==> src/rtl/inst_loader_if.sv <==
// Instruction loader bus: word stream in (valid/ready) plus the
// instruction-memory write port out.
// Handshake: a word transfers on a rising edge where word_valid and
// word_ready are both high; word_ready never depends on word_valid, and
// word_in/word_last are only meaningful while word_valid is high.
interface inst_loader_if #(
    parameter int A = 4,
    parameter int W = 9
);
    logic         word_valid;
    logic         word_ready;
    logic [W-1:0] word_in;
    logic         word_last;
    logic         mem_we;
    logic [A-1:0] mem_addr;
    logic [W-1:0] mem_wdata;

    // Loader side: consumes words, drives the memory write port.
    modport slave (
        input  word_valid, word_in, word_last,
        output word_ready, mem_we, mem_addr, mem_wdata
    );

    // Host side: produces words, observes the memory write port.
    modport master (
        output word_valid, word_in, word_last,
        input  word_ready, mem_we, mem_addr, mem_wdata
    );
endinterface

==> src/rtl/inst_loader.sv <==
// inst_loader: writes a stream of instruction words into instruction memory
// at consecutive addresses from 0, holding the fetch unit in reset for the
// whole session and releasing it once the program is in place.
// Optional feature macro INST_LOADER_CHECKSUM_EN: after the last program word
// one extra checksum word (XOR of all program words) must arrive; a mismatch
// ends the session in ERR instead of DONE.
module inst_loader #(
    parameter int A = 4,
    parameter int W = 9
) (
    input  logic          clk,
    input  logic          reset,
    input  logic          load_req,
    inst_loader_if.slave  bus,
    output logic          core_reset,
    output logic          load_done,
    output logic          load_err,
    output logic [A:0]    words_loaded,
    output logic [2:0]    dbg_state
);

`ifdef INST_LOADER_CHECKSUM_EN
    typedef enum logic [2:0] {
        S_IDLE    = 3'd0,
        S_LOAD    = 3'd1,
        S_RELEASE = 3'd2,
        S_DONE    = 3'd3,
        S_ERR     = 3'd4,
        S_CHECK   = 3'd5
    } state_t;
`else
    typedef enum logic [2:0] {
        S_IDLE    = 3'd0,
        S_LOAD    = 3'd1,
        S_RELEASE = 3'd2,
        S_DONE    = 3'd3,
        S_ERR     = 3'd4
    } state_t;
`endif

    state_t       state;
    state_t       state_next;
    logic [A-1:0] counter;
    logic         write_accept;
    logic         start;

`ifdef INST_LOADER_CHECKSUM_EN
    logic [W-1:0] acc;
`endif

    // Only program words in LOAD are written; a checksum word in CHECK is not.
    assign write_accept = (state == S_LOAD) && bus.word_valid;
    assign start        = load_req &&
                          ((state == S_IDLE) || (state == S_DONE) || (state == S_ERR));
    assign dbg_state    = state;

    // State register.
    always_ff @(posedge clk or posedge reset) begin
        if (reset) begin
            state <= S_IDLE;
        end else begin
            state <= state_next;
        end
    end

    // Next-state and state-decoded outputs.
    always_comb begin
        state_next     = state;
        bus.word_ready = 1'b0;
        core_reset     = 1'b1;
        load_done      = 1'b0;
        load_err       = 1'b0;
        case (state)
            S_IDLE: begin
                if (load_req) state_next = S_LOAD;
            end
            S_LOAD: begin
                bus.word_ready = 1'b1;
                if (bus.word_valid) begin
                    if (bus.word_last) begin
`ifdef INST_LOADER_CHECKSUM_EN
                        state_next = S_CHECK;
`else
                        state_next = S_RELEASE;
`endif
                    end else if (counter == {A{1'b1}}) begin
                        // Memory full and more words promised: no wrap to 0.
                        state_next = S_ERR;
                    end
                end
            end
`ifdef INST_LOADER_CHECKSUM_EN
            S_CHECK: begin
                bus.word_ready = 1'b1;
                if (bus.word_valid) begin
                    state_next = (bus.word_in == acc) ? S_RELEASE : S_ERR;
                end
            end
`endif
            S_RELEASE: begin
                // One more reset cycle so the final write lands before fetch runs.
                state_next = S_DONE;
            end
            S_DONE: begin
                core_reset = 1'b0;
                load_done  = 1'b1;
                if (load_req) state_next = S_LOAD;
            end
            S_ERR: begin
                load_err = 1'b1;
                if (load_req) state_next = S_LOAD;
            end
            default: begin
                state_next = S_IDLE;
            end
        endcase
    end

    // Write port, address counter, word count (and checksum accumulator).
    always_ff @(posedge clk or posedge reset) begin
        if (reset) begin
            bus.mem_we    <= 1'b0;
            bus.mem_addr  <= '0;
            bus.mem_wdata <= '0;
            counter       <= '0;
            words_loaded  <= '0;
`ifdef INST_LOADER_CHECKSUM_EN
            acc           <= '0;
`endif
        end else begin
            bus.mem_we <= write_accept;
            if (write_accept) begin
                bus.mem_addr  <= counter;
                bus.mem_wdata <= bus.word_in;
                counter       <= counter + 1'b1;
                words_loaded  <= words_loaded + 1'b1;
`ifdef INST_LOADER_CHECKSUM_EN
                acc           <= acc ^ bus.word_in;
`endif
            end
            if (start) begin
                counter      <= '0;
                words_loaded <= '0;
`ifdef INST_LOADER_CHECKSUM_EN
                acc          <= '0;
`endif
            end
        end
    end

endmodule

==> src/flat_wrapper.sv <==
// flat-port wrapper written by rule: the top's interface ports become plain ports
module inst_loader_flat 
#(
    parameter int A = 4,
    parameter int W = 9
)
  (clk, reset, load_req, core_reset, load_done, load_err, words_loaded, dbg_state, bus_word_valid, bus_word_in, bus_word_last, bus_word_ready, bus_mem_we, bus_mem_addr, bus_mem_wdata);
  inst_loader_if #(.A(A), .W(W)) bus_i ();
  input  logic clk;
  input  logic reset;
  input  logic load_req;
  output logic core_reset;
  output logic load_done;
  output logic load_err;
  output logic [A:0] words_loaded;
  output logic [2:0] dbg_state;
  input wire logic [$bits(bus_i.word_valid)-1:0] bus_word_valid;
  input wire logic [$bits(bus_i.word_in)-1:0] bus_word_in;
  input wire logic [$bits(bus_i.word_last)-1:0] bus_word_last;
  output wire logic [$bits(bus_i.word_ready)-1:0] bus_word_ready;
  output wire logic [$bits(bus_i.mem_we)-1:0] bus_mem_we;
  output wire logic [$bits(bus_i.mem_addr)-1:0] bus_mem_addr;
  output wire logic [$bits(bus_i.mem_wdata)-1:0] bus_mem_wdata;
  assign bus_i.word_valid = bus_word_valid;
  assign bus_i.word_in = bus_word_in;
  assign bus_i.word_last = bus_word_last;
  assign bus_word_ready = bus_i.word_ready;
  assign bus_mem_we = bus_i.mem_we;
  assign bus_mem_addr = bus_i.mem_addr;
  assign bus_mem_wdata = bus_i.mem_wdata;
  inst_loader #(.A(A), .W(W)) u_core (.clk(clk), .reset(reset), .load_req(load_req), .bus(bus_i), .core_reset(core_reset), .load_done(load_done), .load_err(load_err), .words_loaded(words_loaded), .dbg_state(dbg_state));
endmodule
==> config.mk <==
export PLATFORM = sky130hd
export DESIGN_NAME = inst_loader_flat
export DESIGN_NICKNAME = d
export VERILOG_FILES = /design/src/rtl/inst_loader_if.sv /design/src/rtl/inst_loader.sv /design/src/flat_wrapper.sv
export SDC_FILE = /design/constraint.sdc
export NUM_CORES = 1
export LEC_CHECK = 0
export ABC_AREA = 1
export ABC_CLOCK_PERIOD_IN_PS = 1300
export CORE_UTILIZATION = 46
export CTS_CLUSTER_DIAMETER = 60
export DETAILED_ROUTE_END_ITERATION = 7
export GPL_TIMING_DRIVEN = 0
export PLACE_DENSITY = 0.79
export SKIP_LAST_GASP = 1
export SLEW_MARGIN = 0
export SYNTH_ARGS = -nofsm -noshare
export SYNTH_HDL_FRONTEND = slang
export SYNTH_SLANG_ARGS = --single-unit
export TNS_END_PERCENT = 30
==> constraint.sdc <==
create_clock -name clk -period 1.3 [get_ports clk]
set_input_delay 0.26 -clock clk [delete_from_list [all_inputs] [get_ports clk]]
set_output_delay 0.26 -clock clk [all_outputs]
set_load 0.01 [all_outputs]
Word-level counts from Yosys, hierarchy flattened
Index checks and enable logic that the tools add are counted.
Word-level totals
  bits in registers: 26
  bits of input ports: 14
Cells by class
  add/subtract/negate cells: 2
  equal/unequal tests: 8
  muxes and demuxes: 13
  reduce and logical (&&, ||, !) cells: 8
Operators with widths (count)
  3-bit 2-to-1 mux: 4
  5-bit 2-to-1 mux: 2
  3-bit case mux with 3 select lines: 1
  4-bit 2-to-1 mux: 2
  3-bit by 2-bit equality test with 1-bit output, second input constant: 2
  5-bit by 1-bit adder with 5-bit output, second input constant: 1
  4-bit by 1-bit adder with 4-bit output, second input constant: 1
  4-bit equality test, second input constant: 1
  1-bit 2-to-1 mux: 4
  3-bit by 1-bit equality test with 1-bit output, second input constant: 1
  3-bit equality test, second input constant: 1
  3-bit logical NOT: 1
  3-bit inequality test, second input constant: 1
  3-bit AND reduction: 1
  3-bit OR reduction: 1
  1-bit logical AND: 2
  1-bit logical OR: 2
  2-bit by 1-bit inequality test with 1-bit output, second input constant: 1
  2-bit inequality test, second input constant: 1
  2-bit nonzero test: 1

Longest topological paths before layout
Gate-level depths: netlist of run 1.
  depth after elaboration: 5
  mapped depth: 8

Worst setup path before layout of run 1
Ideal clock, no wire load.
  path type: register to register
  start point: reg u_core.state[1], in the netlist u_core.dbg_state[1]
  end point: reg u_core.words_loaded[2]
  library setup time: 117 ps
  arrival: 1163 ps
  required time: 1183 ps
  path slack: 20 ps
  stages on the path, launching flop included: 6
  clock period less this slack: 1280 ps
  path through: dfrtp_1 nor3_4 nand2_2 buf_2 nand3_1 nand2_1
Between the ends
  word-level cells in the longest chain between the ends: 5
  elaborated cells between the ends (all ways): 10
Ends and longest elaborated chain
  start, declared: line inst_loader.sv:41  | state_t state;
  start signal, assigned: line inst_loader.sv:62  | state <= state_next;
  3-bit by 2-bit equality test with 1-bit output / 3-bit logical NOT (equally long branches): line inst_loader.sv:54  | ((state == S_IDLE) || (state == S_DONE) || (state == S_ERR));
  1-bit logical OR (2 in series): line inst_loader.sv:54
  1-bit logical AND: line inst_loader.sv:53  | assign start = load_req &&
  5-bit 2-to-1 mux / 2-bit nonzero test (equally long branches)
  end signal, assigned: line inst_loader.sv:136  | words_loaded <= words_loaded + 1'b1;
  end, declared: line inst_loader.sv:18  | output logic [A:0] words_loaded,
Parallel ways exist; a longest one is shown, timed or not.
A chain may end at the register's enable or synchronous reset.

Worst setup path in the final report of run 1
  start point: reg u_core.state[1], in the netlist u_core.dbg_state[1]
  end point: out bus_word_ready
Between the ends
  word-level cells in the longest chain between the ends: 2
Ends and longest elaborated chain
  3-bit by 1-bit equality test with 1-bit output: line inst_loader.sv:73  | case (state)
  1-bit 2-to-1 mux: line inst_loader.sv:73
  end, declared: line flat_wrapper.sv:20  | output wire logic [$bits(bus_i.word_ready)-1:0] bus_word_ready;
No other way between the ends.

==> qor.txt, run 1 <==
Setup Viol. Count Final = 33
TritonRoute pass-1 iters = 4
WS Path Type = reg -> out
Status = complete, but fails checks
Commonest non-fill, non-tap cell in the layout = nand2_1
Clk_skew = 0.00660 ns
Flop-to-flop setup slack = -0.17 ns
Root Buffer Master = clkbuf_4
FF-to-FF End = u_core.dbg_state[0]
Finished Layout Cells = 247
CTS tree = built
Synth-to-Final Area Change = 51.8%
DR vias = 1286
Post-Syn Nets = 173
CTS H-tree lvls = 1
Fin nets = 234
Yosys warning count = 0
Clock Tree Buf Depth = 2
Max-cap violations = 0
Routed Antenna Nets = 0
Worst vdd ir = 0.00173 V
Tot GR Track Use = 23.2%
Syn Std Cell Area = 1290 sq um
Final GP Congestion = 0.800
Global route total overflow = 0
Critical path arrival = 1.28 ns
Final setup margin = -0.236 ns
First-pass GRT wire length = 4.89 mm
Yosys reg bits = 26
Clock sinks = 26
Min-delay worst type = in -> async
Gate Count Post-Synth = 157
Slew Viols, Final = 0
Core area = 2570 sq um
Startpoint Class = flop
Antenna diodes = 0
Yosys cell types = 20
Critical Path RT = 1.04 ns
Placed cells = 226
Crit. End Element = primary output
Rows = 18
Crit Path Max Fanout = 4
Total clock buffers created by CTS = 3
Die area = 3030 sq um
Initial antenna violation count = 0
Post-CTS Hold Buffers = 0
Iteration-0 DRC Markers = 33
Wire length per cell = 13.3 um
Post-DP Area = 1720 sq um
Cell area after layout = 1960 sq um
Io pins = 40
Total Power = 3.95 mW
Port Buffer Count = 39
Worst slack at placement = -0.293 ns
Post-layout min period = 1.54 ns
Largest net degree at the start of global routing = 27
Initial core utilization = 50.3%
Commonest non-fill, non-tap cells in the layout = 60 x nand2_1, 22 x dfrtp_1, 18 x nand3_1, 15 x clkdlybuf4s50_1, 14 x dlymetal6s2s_1
Final Cycle Share = 118%
Leak = 1.19 nW
Seq/Total Area, Yosys = 50.3%
Post-synth EDFFs = 0
Main synth FF type = dfrtp_1
Rel. slew slack = 35.2%
Number of global-route vias before repair = 1120
Share of cells above drive strength 1 = 23.5%
DRC violation count after routing = 0
R2R depth = 9
Synth async-reset ratio = 100%
Final wirelength = 3.28 mm
Skew-Pair Late Insertion Delay = 0.33 ns
Die width = 55.0 um
Synthesized area per cell = 8.23 sq um
DP Wirelength = 2.00 mm
RSZ-0062 raised after global routing = yes
Critical R2R Launch = u_core.dbg_state[1]
Fmax = 651 MHz
Final Hold Viols = 0
Die span in y = 55.0 um
CP startpoint = u_core.dbg_state[1]
Critical Path Sink = bus_word_ready
Least-Margin Pin Slew = 0.971 ns
Violated checks = negative setup slack
Power density over the cells = 2010 nW/um^2
Avg Vias per Cell = 5.21
Worst-path clk slew = 0.15 ns
==> flip-flops by register name (all words and copies together) (netlist names) <==
| signal | cells |
|---|---|
| u_core.bus.mem_we | 1 |
| u_core.bus.mem_wdata | 9 |
| u_core.bus.mem_addr | 4 |
| u_core.dbg_state | 3 |
| u_core.words_loaded | 5 |
| u_core.counter | 4 |
==> kinds of logic after synthesis <==
family                   share of synthesized area [%]
AO/OA/AOI/OAI                                     2.32
XOR/XNOR                                          1.36
adder cells (fa/ha/maj)                           1.94
buffers and inverters                             6.58
flip-flops                                        50.3
AND/OR/NAND/NOR                                   37.5
==> worst max-delay path: stages (launching register included) <==
cell and delay, ns:
dfrtp_2 0.45, buf_6 0.14, nor3_4 0.20, buf_2 0.17
==> worst min-delay path by stage <==
stage	endpoint	slack, ns	cells after the start
final	u_core.bus.mem_we	0.43	2
after detailed placement	u_core.bus.mem_addr[0]	0.47	2
after floorplan	u_core.bus.mem_addr[0]	0.30	1
after global placement	u_core.bus.mem_wdata[3]	0.46	2
after global routing	u_core.bus.mem_wdata[7]	0.45	3
after CTS	u_core.bus.mem_wdata[1]	0.45	3
==> synth_stat cells (3+ instances only) <==
cell	n	share of area [%]
nand3_1	18	7.0
o21ai_1	4	1.5
nand2_1	60	17
inv_2	3	0.87
nand4_1	5	2.4
nor2_1	8	2.3
dfrtp_1	26	50
inv_1	10	2.9
nand2_2	4	1.9
nand3b_1	3	1.7
==> power breakdown <==
part | internal (mW) | switching [mW]
combinational | 1.07 | 1.17
sequential | 1.10 | 0.191
clock | 0.172 | 0.252
==> what timing repair did <==
item	in CTS	in global routing
gates resized for setup	47	19
buffers inserted	16	1
pin swaps	2	2
endpoints found under the setup margin	33	55
==> per-stage QoR <==
| step | hold WS [ns] | TNS (ns) | util [%] |
|---|---|---|---|
| 6_report | 0.433 | -4.06 | 76.4 |
| 2_1_floorplan | 0.300 | 0 | - |
| 5_1_grt | 0.449 | -6.36 | 76.4 |
| 4_1_cts | 0.452 | -5.33 | 73.9 |
| 3_5_place_dp | 0.470 | -7.01 | 67.0 |
| 3_3_place_gp | 0.463 | -6.05 | 67.0 |
==> metal layers <==
layer,global-route usage (%),up-vias,part of all wire [%],wire [um]
met5,0,-,0,0
met4,7.92,0,1.3,42
met3,5.74,6,6.1,200
met2,40.8,45,51,1660
met1,27.5,613,42,1380
li1,-,622,-,-
==> layout make-up <==
cell class | count | area (sq um)
Sequential cell | 26 | 656
Buffer | 5 | 36.3
Multi-Input combinational cell | 113 | 577
Timing Repair Buffer | 56 | 568
Inverter | 13 | 51.3
Clock buffer | 4 | 36.3
Fill cell | 190 | 606
Tap cell | 30 | 37.5
(Power assumes the default switching activity.)
==> run 2, diff against run 1 <==
--- a/config.mk
+++ b/config.mk
@@ -6,7 +6,6 @@
 export NUM_CORES = 1
 export LEC_CHECK = 0
 export ABC_AREA = 1
-export ABC_CLOCK_PERIOD_IN_PS = 1300
 export CORE_UTILIZATION = 46
 export CTS_CLUSTER_DIAMETER = 60
 export DETAILED_ROUTE_END_ITERATION = 7
==> results of run 2 <==
Final layout, timing and power as in run 1 (identical DEF).
==> run 3, diff against run 2 <==
--- a/config.mk
+++ b/config.mk
@@ -6,11 +6,10 @@
 export NUM_CORES = 1
 export LEC_CHECK = 0
 export ABC_AREA = 1
-export CORE_UTILIZATION = 46
-export CTS_CLUSTER_DIAMETER = 60
+export CORE_UTILIZATION = 49
 export DETAILED_ROUTE_END_ITERATION = 7
 export GPL_TIMING_DRIVEN = 0
-export PLACE_DENSITY = 0.79
+export PLACE_DENSITY = 0.83
 export SKIP_LAST_GASP = 1
 export SLEW_MARGIN = 0
 export SYNTH_ARGS = -nofsm -noshare
==> constraint.sdc (replaced) <==
create_clock -name clk -period 1.84 [get_ports clk]
set_input_delay 0.368 -clock clk [delete_from_list [all_inputs] [get_ports clk]]
set_output_delay 0.368 -clock clk [all_outputs]
set_load 0.01 [all_outputs]
==> qor.txt, run 3 (same netlist as run 1, synthesis figures left out) <==
Critical Path RT = 1.47 ns
Clock sinks = 26
Die area = 2850 sq um
Skew-Pair Late Insertion Delay = 0.32 ns
Number of global-route vias before repair = 1164
Placed cells = 226
Slowest stage cell on the critical path = clkdlybuf4s50_1
Post-layout min period = 1.98 ns
Clock Tree Buf Depth = 2
Crit Path Max Fanout = 5
Least-Margin Pin Slew = 0.960 ns
Global route total overflow = 0
Initial antenna violation count = 0
Total Power = 2.60 mW
Max-cap violations = 0
Top cell family by delay on the critical path = buffers and inverters
Rows = 18
Sw Share = 40.1%
Worst path max stage delay = 0.57 ns
Final wirelength = 2.94 mm
Top reg by flops = u_core.bus.mem_wdata
Fmax = 505 MHz
CTS tree = built
RSZ-0062 raised after global routing = yes
Power density over the cells = 1440 nW/um^2
First-pass GRT wire length = 4.78 mm
Core area = 2480 sq um
Setup Viol. Count Final = 2
TritonRoute pass-1 iters = 4
Min-delay worst type = reg -> reg
Port Buffer Count = 39
Max FFs per register = 9
Die span in y = 53.4 um
Initial core utilization = 52.2%
Worst Path Buf+Inv = 1
Violated checks = negative setup slack
Share of total power in combinational logic = 53.9%
Startpoint Class = flop
Largest net degree at the start of global routing = 27
Avg Vias per Cell = 5.09
CP cell instances = nor3_4 > clkdlybuf4s50_1
Synth-to-Final Area Change = 39.5%
Antenna diodes = 0
Critical path arrival = 1.61 ns
Io pins = 40
Slew Viols, Final = 0
Finished Layout Cells = 236
Iteration-0 DRC Markers = 24
DR vias = 1201
Flop pwr share = 36.8%
Post-CTS Hold Buffers = 0
Final Hold Viols = 0
Min Hold Slack = 0.493 ns
Status = complete, but fails checks
Rel. slew slack = 35.9%
DP Wirelength = 2.17 mm
Final Cycle Share = 108%
Commonest non-fill, non-tap cells in the layout = 60 x nand2_1, 37 x clkdlybuf4s50_1, 23 x dfrtp_1, 18 x nand3_1, 10 x inv_1
DRC violation count after routing = 0
Clk_skew = 0.00859 ns
Final GP Congestion = 0.800
Fin nets = 224
Worst vdd ir = 0.00108 V
Leak = 0.914 nW
Tot GR Track Use = 23.3%
Clock Power Share = 9.3%
Final setup margin = -0.142 ns
Wire length per cell = 12.5 um
Commonest non-fill, non-tap cell in the layout = nand2_1
Int Pwr = 1.56 mW
Crit. End Element = primary output
Total clock buffers created by CTS = 3
WS Path Type = reg -> out
P_sw = 1.04 mW
Worst-path clk slew = 0.14 ns
Largest registers = u_core.bus.mem_wdata (9), u_core.words_loaded (5)
Root Buffer Master = clkbuf_4
Die width = 53.4 um
Routed Antenna Nets = 0
Share of cells above drive strength 1 = 14.6%
CTS H-tree lvls = 1
-- run 3: changes by cell type in the layout (fill, tap and decap cells not counted), moves of 2 or more --
cell / delta
clkdlybuf4s50_1: +22
dlygate4sd2_1: -2
dlymetal6s2s_1: -13
buf_6: -11
buf_2: -2
buf_4: -4
-- run 3: worst paths after layout --
check / endpoint / slack, ns / startpoint / cells past startpoint
min: u_core.bus.mem_wdata[1] / 0.49 / u_core.bus.mem_wdata[1] / 2
max reg2reg: u_core.words_loaded[0] / 0.44 / u_core.dbg_state[2] / 8
max: bus_word_ready / -0.14 / u_core.dbg_state[1] / 2
max in group asynchronous: u_core.dbg_state[2] / 0.66 / reset / 2
min in group asynchronous: u_core.bus.mem_wdata[6] / 0.54 / reset / 2
min reg2reg: u_core.bus.mem_wdata[1] / 0.49 / u_core.bus.mem_wdata[1] / 2
-- run 3: power groups by stage --
stage,Sequential (mW),Combinational [mW],Clock [mW]
2_1_floorplan,1.03,0.630,0
5_1_grt,0.984,1.55,0.273
6_report,0.955,1.40,0.242
4_1_cts,0.958,1.37,0.248
3_3_place_gp,0.963,1.25,0
3_5_place_dp,0.972,1.29,0
-- run 3: repair_timing --
| action | in CTS | in global routing |
|---|---|---|
| setup endpoints to repair | 6 | 4 |
| gates resized for setup | 5 | 1 |
| buffers inserted | 5 | 2 |
| endpoints found under the hold margin | 0 | 0 |
-- run 3: area by class of cell --
| type | instances | area, sq um |
|---|---|---|
| fillers | 199 | 674 |
| flip-flops and latches | 26 | 654 |
| multi-input cells | 113 | 557 |
| repair buffers | 46 | 444 |
| inverters | 13 | 51.3 |
| well taps | 30 | 37.5 |
| plain buffers | 5 | 36.3 |
| clock buffers | 3 | 22.5 |
-- run 3: per-layer routing --
metal,vias up,share of wire (%),global-route usage [%]
li1,597,-,-
met4,0,1.3,7.89
met1,558,41,25.4
met2,41,52,42.7
met5,-,0,0
met3,5,5.9,6.03
-- run 3: per-stage QoR --
step	utilization, %	worst slack, ns	instance area, sq um	setup TNS, ns
4_1_cts	72.1	-0.163	1790	-0.469
6_report	72.8	-0.142	1800	-0.272
5_1_grt	72.8	-0.196	1800	-0.413
3_3_place_gp	69.4	0.154	1720	0
3_5_place_dp	69.4	0.142	1720	0
2_1_floorplan	-	0.560	1290	0
-- run 3: worst min-delay path, cell delays in order (launching register included) --
cell	delay, ns
dfrtp_1	0.37
nand2_1	0.05
nand2_1	0.05
